[src/rtl/stim_sequencer.sv]
// Debounced biphasic stimulation sequencer: confirms consecutive positive decisions,
// then plays a timed pos/gap/neg pulse train and a refractory lockout. Optional macro: STIM_FASTPATH_EN.
module stim_sequencer #(
  parameter int unsigned CONFIRM_N = 3,
  parameter int unsigned PULSE_W   = 8,
  parameter int unsigned GAP_W     = 4,
  parameter int unsigned PULSE_CNT = 4,
  parameter int unsigned IPI_W     = 32,
  parameter int unsigned REFRACT_W = 256
) (
  input  logic        clk,
  input  logic        rst,
  input  logic        decision_valid,
  input  logic        stimulation,
  input  logic [1:0]  count,
  output logic        stim_pos,
  output logic        stim_neg,
  output logic        busy,
  output logic        train_done,
  output logic [15:0] train_count
);

  typedef enum logic [2:0] {
    S_IDLE, S_CONFIRM, S_POS, S_GAP, S_NEG, S_IPI, S_REFRACT
  } state_t;

  state_t      r_state;
  logic [15:0] r_timer;
  logic [3:0]  r_confirm;
  logic [7:0]  r_pulse;
  logic        r_pos;
  logic        r_neg;
  logic        r_busy;
  logic        r_done;
  logic [15:0] r_train_count;

  logic w_pos_dec;
  logic w_fast;
  logic w_trigger;

  assign w_pos_dec = decision_valid && stimulation;
`ifdef STIM_FASTPATH_EN
  assign w_fast = decision_valid && (count == 2'd3);
`else
  // Unanimous-vote shortcut is compiled out; count has no effect.
  assign w_fast = 1'b0 && (count == 2'd3);
`endif
  assign w_trigger = w_fast || (w_pos_dec && (r_confirm == 4'(CONFIRM_N - 1)));

  always_ff @(posedge clk or posedge rst) begin
    if (rst) begin
      r_state       <= S_IDLE;
      r_timer       <= 16'd0;
      r_confirm     <= 4'd0;
      r_pulse       <= 8'd0;
      r_pos         <= 1'b0;
      r_neg         <= 1'b0;
      r_busy        <= 1'b0;
      r_done        <= 1'b0;
      r_train_count <= 16'd0;
    end else begin
      r_done <= 1'b0;
      case (r_state)
        S_IDLE, S_CONFIRM: begin
          if (w_trigger) begin
            r_state   <= S_POS;
            r_timer   <= 16'(PULSE_W - 1);
            r_pos     <= 1'b1;
            r_busy    <= 1'b1;
            r_confirm <= 4'd0;
            r_pulse   <= 8'd0;
          end else if (w_pos_dec) begin
            r_confirm <= r_confirm + 4'd1;
            r_state   <= S_CONFIRM;
          end else if (decision_valid) begin
            r_confirm <= 4'd0;
            r_state   <= S_IDLE;
          end
        end
        S_POS: begin
          if (r_timer == 16'd0) begin
            r_state <= S_GAP;
            r_pos   <= 1'b0;
            r_timer <= 16'(GAP_W - 1);
          end else begin
            r_timer <= r_timer - 16'd1;
          end
        end
        S_GAP: begin
          if (r_timer == 16'd0) begin
            r_state <= S_NEG;
            r_neg   <= 1'b1;
            r_timer <= 16'(PULSE_W - 1);
          end else begin
            r_timer <= r_timer - 16'd1;
          end
        end
        S_NEG: begin
          if (r_timer == 16'd0) begin
            r_neg <= 1'b0;
            if (r_pulse == 8'(PULSE_CNT - 1)) begin
              r_state <= S_REFRACT;
              r_timer <= 16'(REFRACT_W - 1);
              r_done  <= 1'b1;
              if (r_train_count != 16'hFFFF) begin
                r_train_count <= r_train_count + 16'd1;
              end
            end else begin
              r_state <= S_IPI;
              r_timer <= 16'(IPI_W - 1);
              r_pulse <= r_pulse + 8'd1;
            end
          end else begin
            r_timer <= r_timer - 16'd1;
          end
        end
        S_IPI: begin
          if (r_timer == 16'd0) begin
            r_state <= S_POS;
            r_pos   <= 1'b1;
            r_timer <= 16'(PULSE_W - 1);
          end else begin
            r_timer <= r_timer - 16'd1;
          end
        end
        S_REFRACT: begin
          // Inputs on the exit edge are deliberately dropped; counting restarts afterwards.
          if (r_timer == 16'd0) begin
            r_state   <= S_IDLE;
            r_busy    <= 1'b0;
            r_confirm <= 4'd0;
          end else begin
            r_timer <= r_timer - 16'd1;
          end
        end
        default: begin
          r_state   <= S_IDLE;
          r_timer   <= 16'd0;
          r_confirm <= 4'd0;
          r_pulse   <= 8'd0;
          r_pos     <= 1'b0;
          r_neg     <= 1'b0;
          r_busy    <= 1'b0;
        end
      endcase
    end
  end

  assign stim_pos    = r_pos;
  assign stim_neg    = r_neg;
  assign busy        = r_busy;
  assign train_done  = r_done;
  assign train_count = r_train_count;

endmodule
[config.mk]
export PLATFORM = sky130hd
export DESIGN_NAME = stim_sequencer
export DESIGN_NICKNAME = d
export VERILOG_FILES = /design/src/rtl/stim_sequencer.sv
export SDC_FILE = /design/constraint.sdc
export NUM_CORES = 1
export LEC_CHECK = 0
export CAP_MARGIN = 30
export CORE_ASPECT_RATIO = 0.8
export CORE_UTILIZATION = 45
export CTS_BUF_LIST = sky130_fd_sc_hd__clkbuf_4 sky130_fd_sc_hd__clkbuf_8
export CTS_CLUSTER_SIZE = 25
export DETAILED_ROUTE_END_ITERATION = 12
export MAX_ROUTING_LAYER = met4
export PLACE_DENSITY = 0.67
export REMOVE_ABC_BUFFERS = 1
export SYNTH_ARGS = -nofsm -noshare
export SYNTH_HDL_FRONTEND = slang
export SYNTH_SLANG_ARGS = --single-unit
export TNS_END_PERCENT = 100
[constraint.sdc]
create_clock -name clk -period 2.4 [get_ports clk]
set_input_delay 0.48 -clock clk [delete_from_list [all_inputs] [get_ports clk]]
set_output_delay 0.48 -clock clk [all_outputs]
set_load 0.1 [all_outputs]
==> impl_metrics.env <==
export IMPL_status="complete, no violations"
export IMPL_gr_total_overflow=0
export IMPL_initial_core_util_pct=47.7
export IMPL_hpwlAfterDp_mm=5.84
export IMPL_final_hold_violation_count=0
export IMPL_finClkSkew_ns=0.00880
export IMPL_boundaryPins=26
export IMPL_antenna_cells=0
export IMPL_tns_ns=0
export IMPL_die_h_um=76.7
export IMPL_rr_startpoint="r_timer[5]"
export IMPL_maxSlewHeadroom_pct=66.1
export IMPL_grt_usage_pct=24.2
export IMPL_async_reset_ff_share_pct=100
export IMPL_synthTopCellsByArea="dfrtp_1 (41%), xor2_1 (3.6%), nand2_1 (3.5%)"
export IMPL_rows=26
export IMPL_syn_inst=355
export IMPL_cp_slowest_cell="or4_4"
export IMPL_synth_most_common_cell="dfrtp_1"
export IMPL_synth_top_area_share_pct=40.7
export IMPL_reg2regPathDepth=5
export IMPL_clock_fmax_mhz=427
export IMPL_vias_per_cell=5.97
export IMPL_cts_buffers=5
export IMPL_power_leakage_nw=1.72
export IMPL_cp_cell_sequence="or4_4 > or4_4 > a311oi_4 > nand4_1 > xnor2_1"
export IMPL_htreeDepth=2
export IMPL_cts_sinks=51
export IMPL_power_mw=3.25
export IMPL_ys_flop_type="dfrtp_1"
export IMPL_power_per_cell_area_nw_per_um2=842
export IMPL_gp_routability_congestion=0.873
export IMPL_slew_viol_final=0
export IMPL_finalSetupViolCount=0
export IMPL_postCtsHoldBufs=0
export IMPL_hold_class="primary input to async pin"
export IMPL_dieArea_um2=7310
export IMPL_cpPeakStageDelay_ns=0.59
export IMPL_drt_first_iter_violations=174
export IMPL_cap_violations=0
export IMPL_dieWidth_um=95.3
export IMPL_core_region_area_um2=6570
export IMPL_ys_seq_elements=51
export IMPL_cts_tree="built"
export IMPL_synth_commonest_cells="dfrtp_1 (51), nand2_1 (29), nor2_1 (28)"
export IMPL_timing_critical_path_buf_inv=0
export IMPL_clk_pin_slew_ns=0.11
export IMPL_grt_pass1_vias=2732
export IMPL_final_antenna_net_count=0
export IMPL_first_pass_iters=5
export IMPL_yosysTopAreaCell="dfrtp_1"
export IMPL_antenna_found_initial=0
export IMPL_endpoint_kind="flip-flop"
export IMPL_grt_start_max_net_pins=35
export IMPL_worstSkewPairLatency_ns=0.32
export IMPL_synth_cell_types=56
export IMPL_route_detailed_drc=0
export IMPL_utilization_pct=58.7
export IMPL_clk_path_buf_depth=2
export IMPL_worst_r2r_setup_slack_ns=0.06
export IMPL_cts_root_buffer="clkbuf_8"
export IMPL_rsz0062_at_grt="yes"
export IMPL_postCtsSetupRepairBufs=0
export IMPL_io_buffers=23
export IMPL_grt_pass1_wl_mm=13.4
export IMPL_path_class="flip-flop to flip-flop"
export IMPL_crit_top_cell="or4_4"
export IMPL_num_vias=2979
export IMPL_crit_family="simple AND/OR/NAND/NOR gates"
export IMPL_syn_area_um2=3140
export IMPL_syn_to_final_growth_pct=23.1
export IMPL_drive_gt1_share_pct=23.1
export IMPL_startpoint_type="flip-flop"
export IMPL_min_period_ns=2.34
export IMPL_routed_wl_mm=7.97
export IMPL_yosysSeqAreaShare_pct=40.7
export IMPL_worstReg2RegEnd="train_count[15]"
export IMPL_fillers=617
export IMPL_routedWlPerCell_um=16.0
export IMPL_worst_pin_slew_ns=0.504
export IMPL_nNetsFinal=426
export IMPL_syn_area_per_cell_um2=8.84
export IMPL_synth_edf_count=0
export IMPL_worstPathArrival_ns=2.55
export IMPL_cp_max_fo=6
export IMPL_fin_crit_sh_pct=97.5
export IMPL_peakVddDrop_uv=403
export IMPL_crit_required_ns=2.61
export IMPL_ys_warn_count=0
## state kept, by name, summed over array words and instances, names as in the netlist
signal / cells
train_done: 1
r_state: 3
busy: 1
stim_neg: 1
r_pulse: 8
r_timer: 16
r_confirm: 4
stim_pos: 1
train_count: 16
## power by group
part           switching [mW]  internal [mW]  total [mW]
clock                   0.320          0.222       0.542
sequential              0.150           1.05        1.20
combinational           0.845          0.668        1.51
## area by class of cell
type / instances / area [µm²] / share of cell area, %
inverter: 9 / 33.8 / 0.875
sequential: 51 / 1280 / 33.1
tap: 84 / 105 / 2.72
multi-input combinational: 276 / 1800 / 46.6
timing repair buffer: 71 / 553 / 14.3
clock inverter: 2 / 16.3 / 0.421
clock buffer: 6 / 76.3 / 1.98
## worst register-to-register path, delay by kind of cell, from the launching register on
kind,cells,cell delay [ns]
and+or+nand+nor,3,1.32
xor gates and xnor gates,1,0.16
DFF,1,0.39
AOI/OAI and AO/OA,1,0.36
## placed cells by master, fill, tap and decap left out, drive strengths merged, types with 4 or more instances in the layout
cell,n
and3,4
o22ai,5
nor3,18
o21ai,22
dfrtp,51
a211oi,5
nand2,29
mux2i,4
xor2,13
xnor2,11
o31ai,7
nor2,28
a21oi,20
nor4,9
or4,7
inv,10
clkbuf,6
nand3,13
ha,6
nand2b,4
nand4,12
buf,68
or3,9
## per-stage QoR
step | hold WS, ns | worst slack [ns] | std cells | instance area (µm²)
final | 0.467 | 0.0589 | 499 | 3860
after global routing | 0.489 | -0.0334 | 499 | 3860
after CTS | 0.476 | 0.0201 | 499 | 3820
after detailed placement | 0.500 | -0.0882 | 491 | 3720
after global placement | 0.488 | -0.0634 | 491 | 3720
after floorplan | 0.482 | -0.266 | 336 | 3060
## timing repair
item	CTS	global route
cloned	0	0
setup endpoints to repair	7	23
resized for setup	2	9
pin swaps	3	5
## routing by layer
layer	vias to the layer above	GRT usage [%]	share of wire [%]
li1	1444	-	-
met1	1431	36.6	49
met2	102	32.5	44
met3	2	6.05	6.7
met4	0	4.55	0.28
met5	-	-	0
## worst max-delay path by stage
stage,slack (ns),to,startpoint,depth (start not counted)
3_3_place_gp,-0.06,train_count[9],r_timer[0],7
2_1_floorplan,-0.27,train_count[14],r_timer[2],5
4_1_cts,0.02,r_pulse[5],r_confirm[0],7
5_1_grt,-0.03,train_count[7],r_timer[5],5
3_5_place_dp,-0.09,train_count[4],r_timer[0],7
6_report,0.06,train_count[15],r_timer[5],5
## kinds of logic (layout without fill, tap and decap cells)
group           after synthesis  count (layout)  synth area share (%)
buf+inv                      28              88                  3.47
mux                           5               5                  1.64
simple gates                153             153                  26.0
compound gates               88              88                  19.1
fa+ha+maj                     6               6                  2.39
xor+xnor                     24              24                  6.70
flops                        51              51                  40.7
No activity file was read; power rests on OpenSTA's default activity.
